[config.mk]
export PLATFORM = sky130hd
export DESIGN_NAME = bist_seq_ctrl
export DESIGN_NICKNAME = d
export VERILOG_FILES = /design/src/rtl/bist_pkg.sv /design/src/rtl/bist_pat_cnt.sv /design/src/rtl/bist_seq_ctrl.sv
export SDC_FILE = /design/constraint.sdc
export NUM_CORES = 1
export LEC_CHECK = 0
export CAP_MARGIN = 20
export CORE_UTILIZATION = 30
export DETAILED_ROUTE_END_ITERATION = 10
export PLACE_DENSITY = 0.63
export SLEW_MARGIN = 40
export SYNTH_ARGS = -nofsm -noshare
export SYNTH_HDL_FRONTEND = slang
export SYNTH_HIERARCHICAL = 1
export SYNTH_SLANG_ARGS = --single-unit
[constraint.sdc]
create_clock -name clk -period 1.8 [get_ports clk]
set_input_delay 0.45 -clock clk [delete_from_list [all_inputs] [get_ports clk]]
set_output_delay 0.45 -clock clk [all_outputs]
set_load 0.02 [all_outputs]
[src/rtl/bist_pkg.sv]
// Shared types and default widths for the BIST sequencer and its datapath.
package bist_pkg;

  localparam int SIG_W_DEF = 4;
  localparam int CNT_W_DEF = 5;

  typedef enum logic [2:0] {
    ST_IDLE,
    ST_INIT,
    ST_RUN,
    ST_SETTLE,
    ST_CMP
  } bist_state_e;

endpackage

[src/rtl/bist_pat_cnt.sv]
// Pattern down-counter (remaining patterns) plus the applied-pattern counter.
module bist_pat_cnt
  import bist_pkg::*;
#(
  parameter int CNT_W = CNT_W_DEF
) (
  input  logic             clk,
  input  logic             rst_b,
  input  logic             load_i,
  input  logic [CNT_W-1:0] cnt_i,
  input  logic             run_i,
  output logic             rem_zero_o,
  output logic             rem_last_o,
  output logic [CNT_W-1:0] applied_o
);

  logic [CNT_W-1:0] rem_q;
  logic [CNT_W-1:0] applied_q;

  // NOTE: sequential state uses non-blocking assignments so every register
  // samples pre-edge values regardless of statement order.
  always_ff @(posedge clk) begin
    if (!rst_b) begin
      rem_q     <= '0;
      applied_q <= '0;
    end else if (load_i) begin
      rem_q     <= cnt_i;
      applied_q <= '0;
    end else if (run_i) begin
      rem_q     <= rem_q - CNT_W'(1);
      applied_q <= applied_q + CNT_W'(1);
    end
  end

  assign rem_zero_o = (rem_q == '0);
  assign rem_last_o = (rem_q == CNT_W'(1));
  assign applied_o  = applied_q;

endmodule

[src/rtl/bist_seq_ctrl.sv]
// BIST sequencer: seeds LFSR/SISR, runs pat_cnt patterns, compares signature.
module bist_seq_ctrl
  import bist_pkg::*;
#(
  parameter int SIG_W = SIG_W_DEF,
  parameter int CNT_W = CNT_W_DEF
) (
  input  logic             clk,
  input  logic             rst_b,
  input  logic             start,
  input  logic             abort,
  input  logic [CNT_W-1:0] pat_cnt,
  input  logic [SIG_W-1:0] golden,
  input  logic [SIG_W-1:0] sig,
  output logic             lfsr_rst_b,
  output logic             lfsr_en,
  output logic             sisr_rst_b,
  output logic             sisr_en,
  output logic             busy,
  output logic             done,
  output logic             pass,
  output logic             fail,
  output logic [CNT_W-1:0] applied
);

  bist_state_e      state_q, state_d;
  logic [SIG_W-1:0] golden_q;
  logic             accept;
  logic             run_adv;
  logic             rem_zero, rem_last;
  logic             seed_rst_b_q, en_q, busy_q, done_q, pass_q, fail_q;

  // NOTE: every always_comb output gets a default first, so no path can
  // leave a signal unassigned and infer a latch.
  always_comb begin
    state_d = state_q;
    accept  = 1'b0;
    unique case (state_q)
      ST_IDLE: begin
        if (start && !abort) begin
          accept  = 1'b1;
          state_d = ST_INIT;
        end
      end
      ST_INIT:   state_d = abort ? ST_IDLE : (rem_zero ? ST_SETTLE : ST_RUN);
      ST_RUN:    state_d = abort ? ST_IDLE : (rem_last ? ST_SETTLE : ST_RUN);
      ST_SETTLE: state_d = abort ? ST_IDLE : ST_CMP;
      ST_CMP:    state_d = ST_IDLE;
      default:   state_d = ST_IDLE;
    endcase
  end

  // An aborted RUN cycle still had its enables high, so it still counts.
  assign run_adv = (state_q == ST_RUN);

  bist_pat_cnt #(.CNT_W(CNT_W)) u_pat_cnt (
    .clk        (clk),
    .rst_b      (rst_b),
    .load_i     (accept),
    .cnt_i      (pat_cnt),
    .run_i      (run_adv),
    .rem_zero_o (rem_zero),
    .rem_last_o (rem_last),
    .applied_o  (applied)
  );

  // Outputs are decoded from the next state so they line up with the state.
  always_ff @(posedge clk) begin
    if (!rst_b) begin
      state_q      <= ST_IDLE;
      golden_q     <= '0;
      seed_rst_b_q <= 1'b0;
      en_q         <= 1'b0;
      busy_q       <= 1'b0;
      done_q       <= 1'b0;
      pass_q       <= 1'b0;
      fail_q       <= 1'b0;
    end else begin
      state_q      <= state_d;
      seed_rst_b_q <= (state_d != ST_INIT);
      en_q         <= (state_d == ST_RUN);
      busy_q       <= (state_d != ST_IDLE);
      done_q       <= (state_q == ST_CMP);
      if (accept) begin
        golden_q <= golden;
        pass_q   <= 1'b0;
        fail_q   <= 1'b0;
      end else if (state_q == ST_CMP) begin
        pass_q <= (sig == golden_q);
        fail_q <= (sig != golden_q);
      end
    end
  end

  assign lfsr_rst_b = seed_rst_b_q;
  assign sisr_rst_b = seed_rst_b_q;
  assign lfsr_en    = en_q;
  assign sisr_en    = en_q;
  assign busy       = busy_q;
  assign done       = done_q;
  assign pass       = pass_q;
  assign fail       = fail_q;

endmodule

==> results.ini <==
[placed_design]
dp_hpwl_mm=1.564
pre_cts_slack_ps=-29.01
io_buffers=29
gp_congestion=0.7130

[run_status]
status=complete, no violations

[die]
fp.dieArea_um2=3757
die_x_um=61.30
initial_core_util=0.3136
core_area_um2=3363
io-pin-count=30
die_y_um=61.30
num_rows=21

[clock_tree]
cts_buffer_depth=2
cts-buffers-inserted=3
h-tree-depth=1
cts_tree=done
clock_latency_ps=300
hold_buffers=0
clkSinkCount=23
clk_pin_slew_ps=110
clockRootBuffer=clkbuf_4

[setup_path]
cp_num_buf_inv=1
r2r-start=state_q[0]
crit_required_ps=1350
path_cells=clkdlybuf4s50_1
rr_endpoint=u_pat_cnt/rem_q[4]
end_kind=primary output
path_class=reg -> out
r2r_slack_ps=260
cpMaxStageDelayCell=clkdlybuf4s50_1
cp-start-kind=flip-flop
arrival_ps=1260
crit_family=buffers and inverters
path_max_fanout=2
worst_r2r_path_depth=5
cp_slowest_stage_delay_ps=610

[layout]
nets=167
final_common_cell=clkdlybuf4s50_1
utilization=0.4308
area_growth_pct=37.37
diodes=0
final_cell_mix=clkdlybuf4s50_1 (24), dfxtp_1 (23), nand2_1 (15)
layout-drive-gt1-share=0.1507

[detailed_routing]
drt_pass1_iterations=4
drc=0
final_antenna_net_count=0
wire_per_inst_um=10.21
wirelength_mm=1.961
viasPerCell=4.510
drtIter0Drc=10
vias=866

[timing]
fin_ws_ps=92.54
final_hold_viol_count=0
timing.fmax_mhz=585.7
tightest_slew_ps=282.5
period_share=0.9486
clock_skew_ps=5.367
relSlewSlack=0.8099
rsz0062_at_grt=no
slew_viol_final=0
fin_crit_ps=1707
setup_tns_ps=0
finalSetupViolCount=0

[logic_synthesis]
yosysSeqAreaShare=0.4365
yosysTopAreaCellShare=0.4365
syn_area_per_cell_um2=9.502
synthTopCellsByArea=dfxtp_1 (44%), xor2_1 (6.6%), nand2_1 (5.3%)
yosys.cell_types.count=37
syn_inst=111
synth_warnings=6
synth_nets=131
syn_area_um2=1055
ys_seq_elements=23
yosys.area.top_type=dfxtp_1

[min_path]
whs_endpoint=pass
whs_path_depth=2
min_path_type=reg -> reg
hp-start=pass

[global_routing]
grtUsageTotal=0.1181
grt_pass1_wl_mm=3.180
antenna_found_initial=0
grt_max_degree=13
grt.overflow.total=0
grt_pass1_vias=771

[job]
max-cap-violations=0

[pwr]
finalPower_mw=0.9323
cellLeakagePower_nw=0.6078
vdd_ir_drop_max_mv=0.3667
p_per_area_nw_per_um2=643.5

## stage by stage
stage	cells	instance area, um^2	hold slack, ps
2_1_floorplan	111	1055	459.5
3_3_place_gp	188	1414	448.5
3_5_place_dp	188	1414	469.7
4_1_cts	192	1439	486.3
5_1_grt	192	1449	490.1
6_report	192	1449	477.1
## repair_timing
action | CTS | global route
setup endpoints to repair | 1 | 4
buffers inserted | 0 | 0
resized for setup | 1 | 4
hold endpoints to repair | 0 | 0
## synth_stat cells (all sizes together)
master / instances
o211ai: 1
o31ai: 1
dfxtp: 23
o31a: 1
nor3: 2
nand3b: 1
xnor2: 4
nand4: 2
buf: 3
ha: 3
a21oi: 6
nor4: 1
or4: 1
a21o: 1
xor2: 8
clkinv: 2
inv: 3
and3: 2
nand2: 16
nor2: 9
nand2b: 1
a21boi: 5
a31oi: 1
nor3b: 1
mux2i: 1
nor4b: 1
o21ai: 4
and2: 4
nand3: 3
## kinds of logic (layout without fill, tap and decap cells)
| group | count (synthesis) | count (layout) | synth area share |
|---|---|---|---|
| AND/OR/NAND/NOR | 44 | 44 | 0.2373 |
| AO/OA/AOI/OAI | 20 | 20 | 0.1341 |
| flip-flops | 23 | 23 | 0.4365 |
| adder cells (fa/ha/maj) | 3 | 3 | 0.03559 |
| multiplexers | 1 | 1 | 0.009490 |
| buffers and inverters | 8 | 43 | 0.04744 |
| XOR/XNOR | 12 | 12 | 0.09964 |
## power by group
part / internal, mW / switching (mW)
combinational: 0.0870 / 0.0708
sequential: 0.529 / 0.0193
clock: 0.0864 / 0.140
total: 0.702 / 0.230
## sequential cells by signal, indices dropped and copies added, names as in the netlist
signal / count
fail: 1
lfsr_en: 1
golden_q: 4
busy: 1
state_q: 3
u_pat_cnt/applied_o: 5
lfsr_rst_b: 1
done: 1
pass: 1
u_pat_cnt/rem_q: 5
## layout make-up
| class | count | area [um^2] |
|---|---|---|
| clock buffers | 4 | 26.28 |
| fillers | 349 | 1914 |
| inverters | 5 | 23.77 |
| multi-input cells | 80 | 544.3 |
| flip-flops and latches | 23 | 460.4 |
| well taps | 46 | 57.56 |
| repair buffers | 34 | 336.6 |
## worst max-delay path by stage
stage / from / to / slack, ps / cells after the start
floorplan: state_q[0] / u_pat_cnt/rem_q[4] / 400 / 6
global placement: abort / u_pat_cnt/rem_q[4] / 10 / 7
detailed placement: abort / u_pat_cnt/applied_o[2] / -30 / 7
CTS: u_pat_cnt/applied_o[0] / applied[0] / 0.2 / 1
global route: lfsr_en / lfsr_en / 30 / 1
finish: fail / fail / 90 / 1
## worst reg2reg max path, delay by kind of cell, from the launching register on
family | cells | cell delay (ps)
and+or+nand+nor | 4 | 940
DFF | 1 | 380
AOI/OAI and AO/OA | 1 | 170
## metal layers
metal  GRT usage  up-vias  part of all wire
met5           0        -                 0
met4     0.04870        0             0.012
met3     0.03782        4             0.047
met2      0.2112       18              0.48
met1      0.1284      398              0.46
li1            -      446                 -
(Power assumes the default switching activity.)
